===== config.mk =====
export PLATFORM = sky130hd
export DESIGN_NAME = mem_port_arbiter
export DESIGN_NICKNAME = d
export VERILOG_FILES = /design/src/rtl/mem_port_arbiter.sv
export SDC_FILE = /design/constraint.sdc
export NUM_CORES = 1
export LEC_CHECK = 0
export BUFFER_PORTS_ARGS = -buffer_cell sky130_fd_sc_hd__buf_2
export CELL_PAD_IN_SITES_DETAIL_PLACEMENT = 0
export CELL_PAD_IN_SITES_GLOBAL_PLACEMENT = 1
export CORE_AREA = 5 5 151 153
export CTS_CLUSTER_SIZE = 20
export DETAILED_ROUTE_END_ITERATION = 10
export DIE_AREA = 0 0 156 158
export PLACE_DENSITY = 0.66
export REMOVE_ABC_BUFFERS = 1
export SYNTH_ARGS = -nofsm -noshare
export SYNTH_HDL_FRONTEND = slang
export SYNTH_SLANG_ARGS = --single-unit
export TNS_END_PERCENT = 30

===== constraint.sdc =====
create_clock -name clk -period 11.1 [get_ports clk]
set_clock_uncertainty 0.1 [all_clocks]
set_input_delay 2.22 -clock clk [delete_from_list [all_inputs] [get_ports clk]]
set_output_delay 2.22 -clock clk [all_outputs]
set_load 0.05 [all_outputs]

===== src/rtl/mem_port_arbiter.sv =====
// Shares one fixed-latency, single-ported memory between the fetch port and the load/store port.
// Data requests win by default; a bounded data streak guarantees that fetch keeps making progress.
module mem_port_arbiter #(
   parameter int ADDR_W       = 32,
   parameter int DATA_W       = 32,
   parameter int MEM_LAT      = 2,
   parameter int MAX_D_STREAK = 4
) (
   input  logic              clk,
   input  logic              rst,
   input  logic              if_req,
   input  logic [ADDR_W-1:0] if_addr,
   output logic [DATA_W-1:0] if_rdata,
   output logic              if_ready,
   output logic              if_stall,
   input  logic              d_req,
   input  logic              d_we,
   input  logic [3:0]        d_be,
   input  logic [ADDR_W-1:0] d_addr,
   input  logic [DATA_W-1:0] d_wdata,
   output logic [DATA_W-1:0] d_rdata,
   output logic              d_ready,
   output logic              d_stall,
   output logic              mem_en,
   output logic              mem_we,
   output logic [3:0]        mem_be,
   output logic [ADDR_W-1:0] mem_addr,
   output logic [DATA_W-1:0] mem_wdata,
   input  logic [DATA_W-1:0] mem_rdata
);

   typedef enum logic [1:0] {
      S_IDLE  = 2'd0,
      S_ISSUE = 2'd1,
      S_WAIT  = 2'd2,
      S_DONE  = 2'd3
   } state_t;

   localparam logic [3:0] LAT_INIT   = 4'(MEM_LAT - 1);
   localparam logic [3:0] STREAK_MAX = 4'(MAX_D_STREAK);

   state_t     state;
   state_t     state_nxt;

   logic       grant_d;
   logic       grant_f;
   logic       capture;
   logic       owner_d;
   logic       lat_we;
   logic [3:0] lat_cnt;
   logic [3:0] lat_cnt_nxt;
   logic [3:0] streak;
   logic [3:0] streak_nxt;
   logic       mem_en_nxt;
   logic       mem_we_nxt;
   logic       if_ready_nxt;
   logic       d_ready_nxt;

   assign if_stall = if_req & ~if_ready;
   assign d_stall  = d_req & ~d_ready;

   always_ff @(posedge clk or posedge rst) begin
      if (rst) begin
         state <= S_IDLE;
      end else begin
         state <= state_nxt;
      end
   end

   always_comb begin
      state_nxt = state;
      case (state)
         S_IDLE:  if (d_req || if_req) state_nxt = S_ISSUE;
         S_ISSUE: state_nxt = S_WAIT;
         S_WAIT:  if (lat_cnt == 4'd0) state_nxt = S_DONE;
         S_DONE:  state_nxt = S_IDLE;
         default: state_nxt = S_IDLE;
      endcase
   end

   // Arbitration happens only in IDLE; the streak cap hands one slot to a waiting fetch.
   always_comb begin
      grant_d = 1'b0;
      grant_f = 1'b0;
      if (state == S_IDLE) begin
         if (d_req && if_req) begin
            if (streak == STREAK_MAX) grant_f = 1'b1;
            else                      grant_d = 1'b1;
         end else if (d_req) begin
            grant_d = 1'b1;
         end else if (if_req) begin
            grant_f = 1'b1;
         end
      end
   end

   always_comb begin
      capture      = (state == S_WAIT) && (lat_cnt == 4'd0);
      mem_en_nxt   = grant_d | grant_f;
      mem_we_nxt   = grant_d & d_we;
      if_ready_nxt = capture & ~owner_d;
      d_ready_nxt  = capture & owner_d;

      lat_cnt_nxt = lat_cnt;
      if (state == S_ISSUE) begin
         lat_cnt_nxt = LAT_INIT;
      end else if ((state == S_WAIT) && (lat_cnt != 4'd0)) begin
         lat_cnt_nxt = lat_cnt - 4'd1;
      end

      streak_nxt = streak;
      if (grant_f) begin
         streak_nxt = 4'd0;
      end else if (grant_d) begin
         if (!if_req)                   streak_nxt = 4'd0;
         else if (streak != STREAK_MAX) streak_nxt = streak + 4'd1;
      end
   end

   // The mem_* registers double as the latched request for the whole access.
   always_ff @(posedge clk or posedge rst) begin
      if (rst) begin
         mem_en    <= 1'b0;
         mem_we    <= 1'b0;
         mem_be    <= '0;
         mem_addr  <= '0;
         mem_wdata <= '0;
         owner_d   <= 1'b0;
         lat_we    <= 1'b0;
         lat_cnt   <= '0;
         streak    <= '0;
         if_ready  <= 1'b0;
         d_ready   <= 1'b0;
         if_rdata  <= '0;
         d_rdata   <= '0;
      end else begin
         mem_en   <= mem_en_nxt;
         mem_we   <= mem_we_nxt;
         lat_cnt  <= lat_cnt_nxt;
         streak   <= streak_nxt;
         if_ready <= if_ready_nxt;
         d_ready  <= d_ready_nxt;

         if (grant_d) begin
            mem_be    <= d_be;
            mem_addr  <= d_addr;
            mem_wdata <= d_wdata;
            owner_d   <= 1'b1;
            lat_we    <= d_we;
         end else if (grant_f) begin
            mem_be    <= 4'hF;
            mem_addr  <= if_addr;
            mem_wdata <= '0;
            owner_d   <= 1'b0;
            lat_we    <= 1'b0;
         end

         // Stores complete without touching d_rdata.
         if (capture) begin
            if (!owner_d)     if_rdata <= mem_rdata;
            else if (!lat_we) d_rdata  <= mem_rdata;
         end
      end
   end

endmodule


Word-level counts from Yosys, hierarchy flattened
Cells that the tools add are included.
- flip-flop bits (word level): 148
- output and inout port bits: 138
- add/subtract/negate cells: 2
- eq/ne operators: 8
- muxes and demuxes: 27
- bitwise operators: 10
- reductions and logical operators: 13
- operator list (kind ; count):
    $mux W32 ; 4
    $mux W4 ; 8
    $mux W1 ; 12
    $pmux W2 S4 ; 1
    $reduce_and A2 Y1 ; 3
    $and A1 B1 Y1 ; 5
    $add A4 B1 Y4 const B ; 1
    $eq A2 B2 Y1 const B ; 2
    $eq A4 B3 Y1 const B ; 1
    $logic_not A4 Y1 ; 1
    $mux W2 ; 2
    $ne A4 B3 Y1 const B ; 1
    $not A1 Y1 ; 4
    $reduce_bool A2 Y1 ; 2
    $reduce_bool A4 Y1 ; 1
    $sub A4 B1 Y4 const B ; 1
    $logic_and A1 B1 Y1 ; 3
    $ne A3 B1 Y1 const B ; 1
    $reduce_and A3 Y1 ; 1
    $eq A2 B1 Y1 const B ; 1
    $logic_not A2 Y1 ; 1
    $ne A2 B1 Y1 const B ; 1
    $ne A2 B2 Y1 const B ; 1
    $logic_or A1 B1 Y1 ; 1
    $or A1 B1 Y1 ; 1

Depth between registers and ports, before layout
- word-level depth: 6
- depth in mapped cells: 7
- gate-level depth less buffers: 6

Worst setup path before layout
OpenSTA, ideal clock, no wires.
- path type: in2out
- start point: input d_req
- end point: output d_stall
- data arrival time: 3.391 ns
- data required time: 8.780 ns
- slack: 5.389 ns
- cell stages on the path: 3
- buffers on the path: 2
- path through: buf_2 > buf_1 > nor2b_1
- word-level cells in the longest chain between the ends: 1
- ends and longest elaborated chain (element ; line ; RTL):
    start, declared ; 16 ; input logic d_req,
    $and A1 B1 Y1 ; 60 ; assign d_stall = d_req & ~d_ready;
    end, declared ; 23 ; output logic d_stall,
Every way passes these cells.

Worst setup path in the final report
Ends and elaborated chain as after synthesis.

==> impl_metrics.env <==
export IMPL_status="complete, no violations"
export IMPL_fin_cells=1035
export IMPL_avgSynthCellArea_um2=13.06
export IMPL_crit_path_cell_trace="buf_2, nor2b_1, buf_2"
export IMPL_drcViolationCount=0
export IMPL_slowest_delay_ns=0.60
export IMPL_grt_use_total_pct=14.75
export IMPL_ioPinCount=275
export IMPL_worst_path_max_delay_cell="buf_2"
export IMPL_ctsHoldBuffers=0
export IMPL_synth_area_leaders="dfrtp_1 (59%), mux2_4 (6.9%), mux2_2 (5.5%)"
export IMPL_drt_iter0_drc=245
export IMPL_core_um2=21420
export IMPL_htree_num_levels=4
export IMPL_p_per_area_nw_per_um2=377.5
export IMPL_setup_tns_ns=0
export IMPL_avgViaCountPerCell=4.758
export IMPL_antenna_cells=0
export IMPL_drv_slew=0
export IMPL_cts_sinks=148
export IMPL_netlist_area_leader_share_pct=58.82
export IMPL_synth_ff_type="dfrtp_1"
export IMPL_postCtsSetupBuffers=0
export IMPL_area_growth_syn_to_layout_pct=33.88
export IMPL_arrival_ns=3.30
export IMPL_netlist_instances=482
export IMPL_placed_area_um2=7848
export IMPL_layout_drive_gt1_share_pct=50.73
export IMPL_layout_common_cells="buf_2 (274), dfrtp_1 (148), a21oi_1 (35), nor2_1 (34)"
export IMPL_clk_pin_slew_ns=0.06
export IMPL_dpl_hpwl_um=12360
export IMPL_setup_viol=0
export IMPL_synthDistinctLibCells=43
export IMPL_wl_per_cell_um=17.74
export IMPL_cts_tree="yes"
export IMPL_crit_top_cell="buf_2"
export IMPL_async_flop_share_pct=100.0
export IMPL_die_y_um=158
export IMPL_max_vdd_ir_drop_mv=0.1861
export IMPL_yosys_warnings=0
export IMPL_fin_area_um2=8429
export IMPL_p_total_uw=3182
export IMPL_layout_commonest_cell="buf_2"
export IMPL_relSlewSlack_pct=43.84
export IMPL_grt_start_max_net_pins=87
export IMPL_leakagePower_uw=0.004117
export IMPL_synth_seq_cells=148
export IMPL_clock_root_buffer="clkbuf_16"
export IMPL_cts_buffers=17
export IMPL_start_util_pct=29.40
export IMPL_fmax_mhz=177.9
export IMPL_gp_congestion=0.7358
export IMPL_insertion_delay_ns=0.42
export IMPL_grt_pass1_vias=5077
export IMPL_antenna_found_initial=0
export IMPL_cap_viol_max_count=0
export IMPL_drt_first_pass_iters=4
export IMPL_nets=886
export IMPL_netlist_area_um2=6296
export IMPL_min_period_ns=5.621
export IMPL_finalHoldViolations=0
export IMPL_die_area_um2=24650
export IMPL_critPathRequiredTime_ns=8.78
export IMPL_rows=54
export IMPL_rsz0062_at_grt="false"
export IMPL_fin_crit_sh_pct=50.64
export IMPL_ctsResizeCount=0
export IMPL_die_x_um=156
export IMPL_grt_pass1_wl_um=28600
export IMPL_start_kind="input pin"
export IMPL_vias=4925
export IMPL_ys_seq_area_share_pct=58.82
export IMPL_hold_slack_ns=0.3882
export IMPL_synth_edff_count=0
export IMPL_ant_nets=0
export IMPL_place_inst=1003
export IMPL_synth_area_leader_cell="dfrtp_1"
export IMPL_worstPathMaxFanout=38
export IMPL_worst_pin_slew_ns=0.8424
export IMPL_io_buffers=274
export IMPL_critPathCaptureType="output pin"
export IMPL_routed_wl_um=18360
export IMPL_critPathKind="in -> out"
export IMPL_hold_path_class="reg -> reg"
export IMPL_clockBufferDepth=2
export IMPL_gr_total_overflow=0
==> metrics by stage <==
stage	utilization, %	worst slack (ns)
3_3_place_gp	36.64	5.491
4_1_cts	39.36	5.488
2_1_floorplan	-	4.564
5_1_grt	39.36	5.449
3_5_place_dp	36.64	5.490
6_report	39.36	5.479
==> layout make-up <==
| cell class | count | area (um^2) |
|---|---|---|
| fill | 2120 | 12990 |
| sequential | 148 | 3704 |
| multi-input combinational | 283 | 2320 |
| timing repair buffer | 282 | 1431 |
| clock buffer | 18 | 439.2 |
| tap | 280 | 350.3 |
| clock inverter | 14 | 142.6 |
| inverter | 10 | 42.54 |
==> cells by family after synthesis <==
group	Yosys count	synth area share (%)
flops	148	58.82
compound gates	147	16.34
mux	65	13.35
simple gates	64	5.584
buf+inv	51	4.511
fa+ha+maj	7	1.391
==> worst paths after layout <==
kind	start	endpoint	slack, ns	cells past startpoint
min in group asynchronous	rst	if_rdata[0]$_DFFE_PP0P_	1.84	2
hold / removal	d_rdata[23]$_DFFE_PP0P_	d_rdata[23]$_DFFE_PP0P_	0.39	1
hold reg to reg	d_rdata[23]$_DFFE_PP0P_	d_rdata[23]$_DFFE_PP0P_	0.39	1
setup reg to reg	state[0]$_DFFE_PP0P_	if_rdata[29]$_DFFE_PP0P_	8.58	6
max in group asynchronous	rst	mem_addr[12]$_DFFE_PP0P_	7.71	3
setup / recovery	d_req	d_stall	5.48	3
==> flip-flops by register name, indices dropped and copies added, names as in the netlist <==
name and cells:
mem_wdata 32, mem_addr 32, lat_we 1, d_rdata 32
streak 4, mem_en 1, owner_d 1, mem_we 1
d_ready 1, lat_cnt 4, if_rdata 32, if_ready 1
mem_be 4, state 2
==> cell usage after synthesis (2+ instances only) <==
library cell	instances
a21oi_1	35
a22o_1	33
a41oi_1	32
and2_1	2
and3_1	2
buf_12	3
buf_2	7
buf_6	4
clkbuf_1	22
clkbuf_2	4
dfrtp_1	148
ha_1	7
inv_1	10
mux2_1	5
mux2_2	31
mux2_4	29
nand2_1	6
nand3_1	3
nand3b_1	2
nand4b_1	4
nor2_1	34
nor2b_1	2
o21ai_0	33
o22a_1	5
==> worst max-delay path: cells and delay by family <==
family,cells,cell delay (ns)
buffers and inverters,2,0.86
AND/OR/NAND/NOR,1,0.20
==> layer usage <==
| layer | track usage (%) | vias to the layer above | routed length [um] |
|---|---|---|---|
| met2 | 23.73 | 185 | 9294 |
| met4 | 5.794 | 0 | 455 |
| li1 | - | 2295 | - |
| met5 | 0 | - | 0 |
| met1 | 18.73 | 2417 | 7334 |
| met3 | 4.401 | 28 | 1276 |
==> power breakdown <==
group	internal, uW	switching, uW	total (uW)
Clock	322	248	570
Combinational	461	1230	1690
Sequential	789	133	922
Total	1570	1610	3180
No activity file was read; power rests on OpenSTA's default activity.
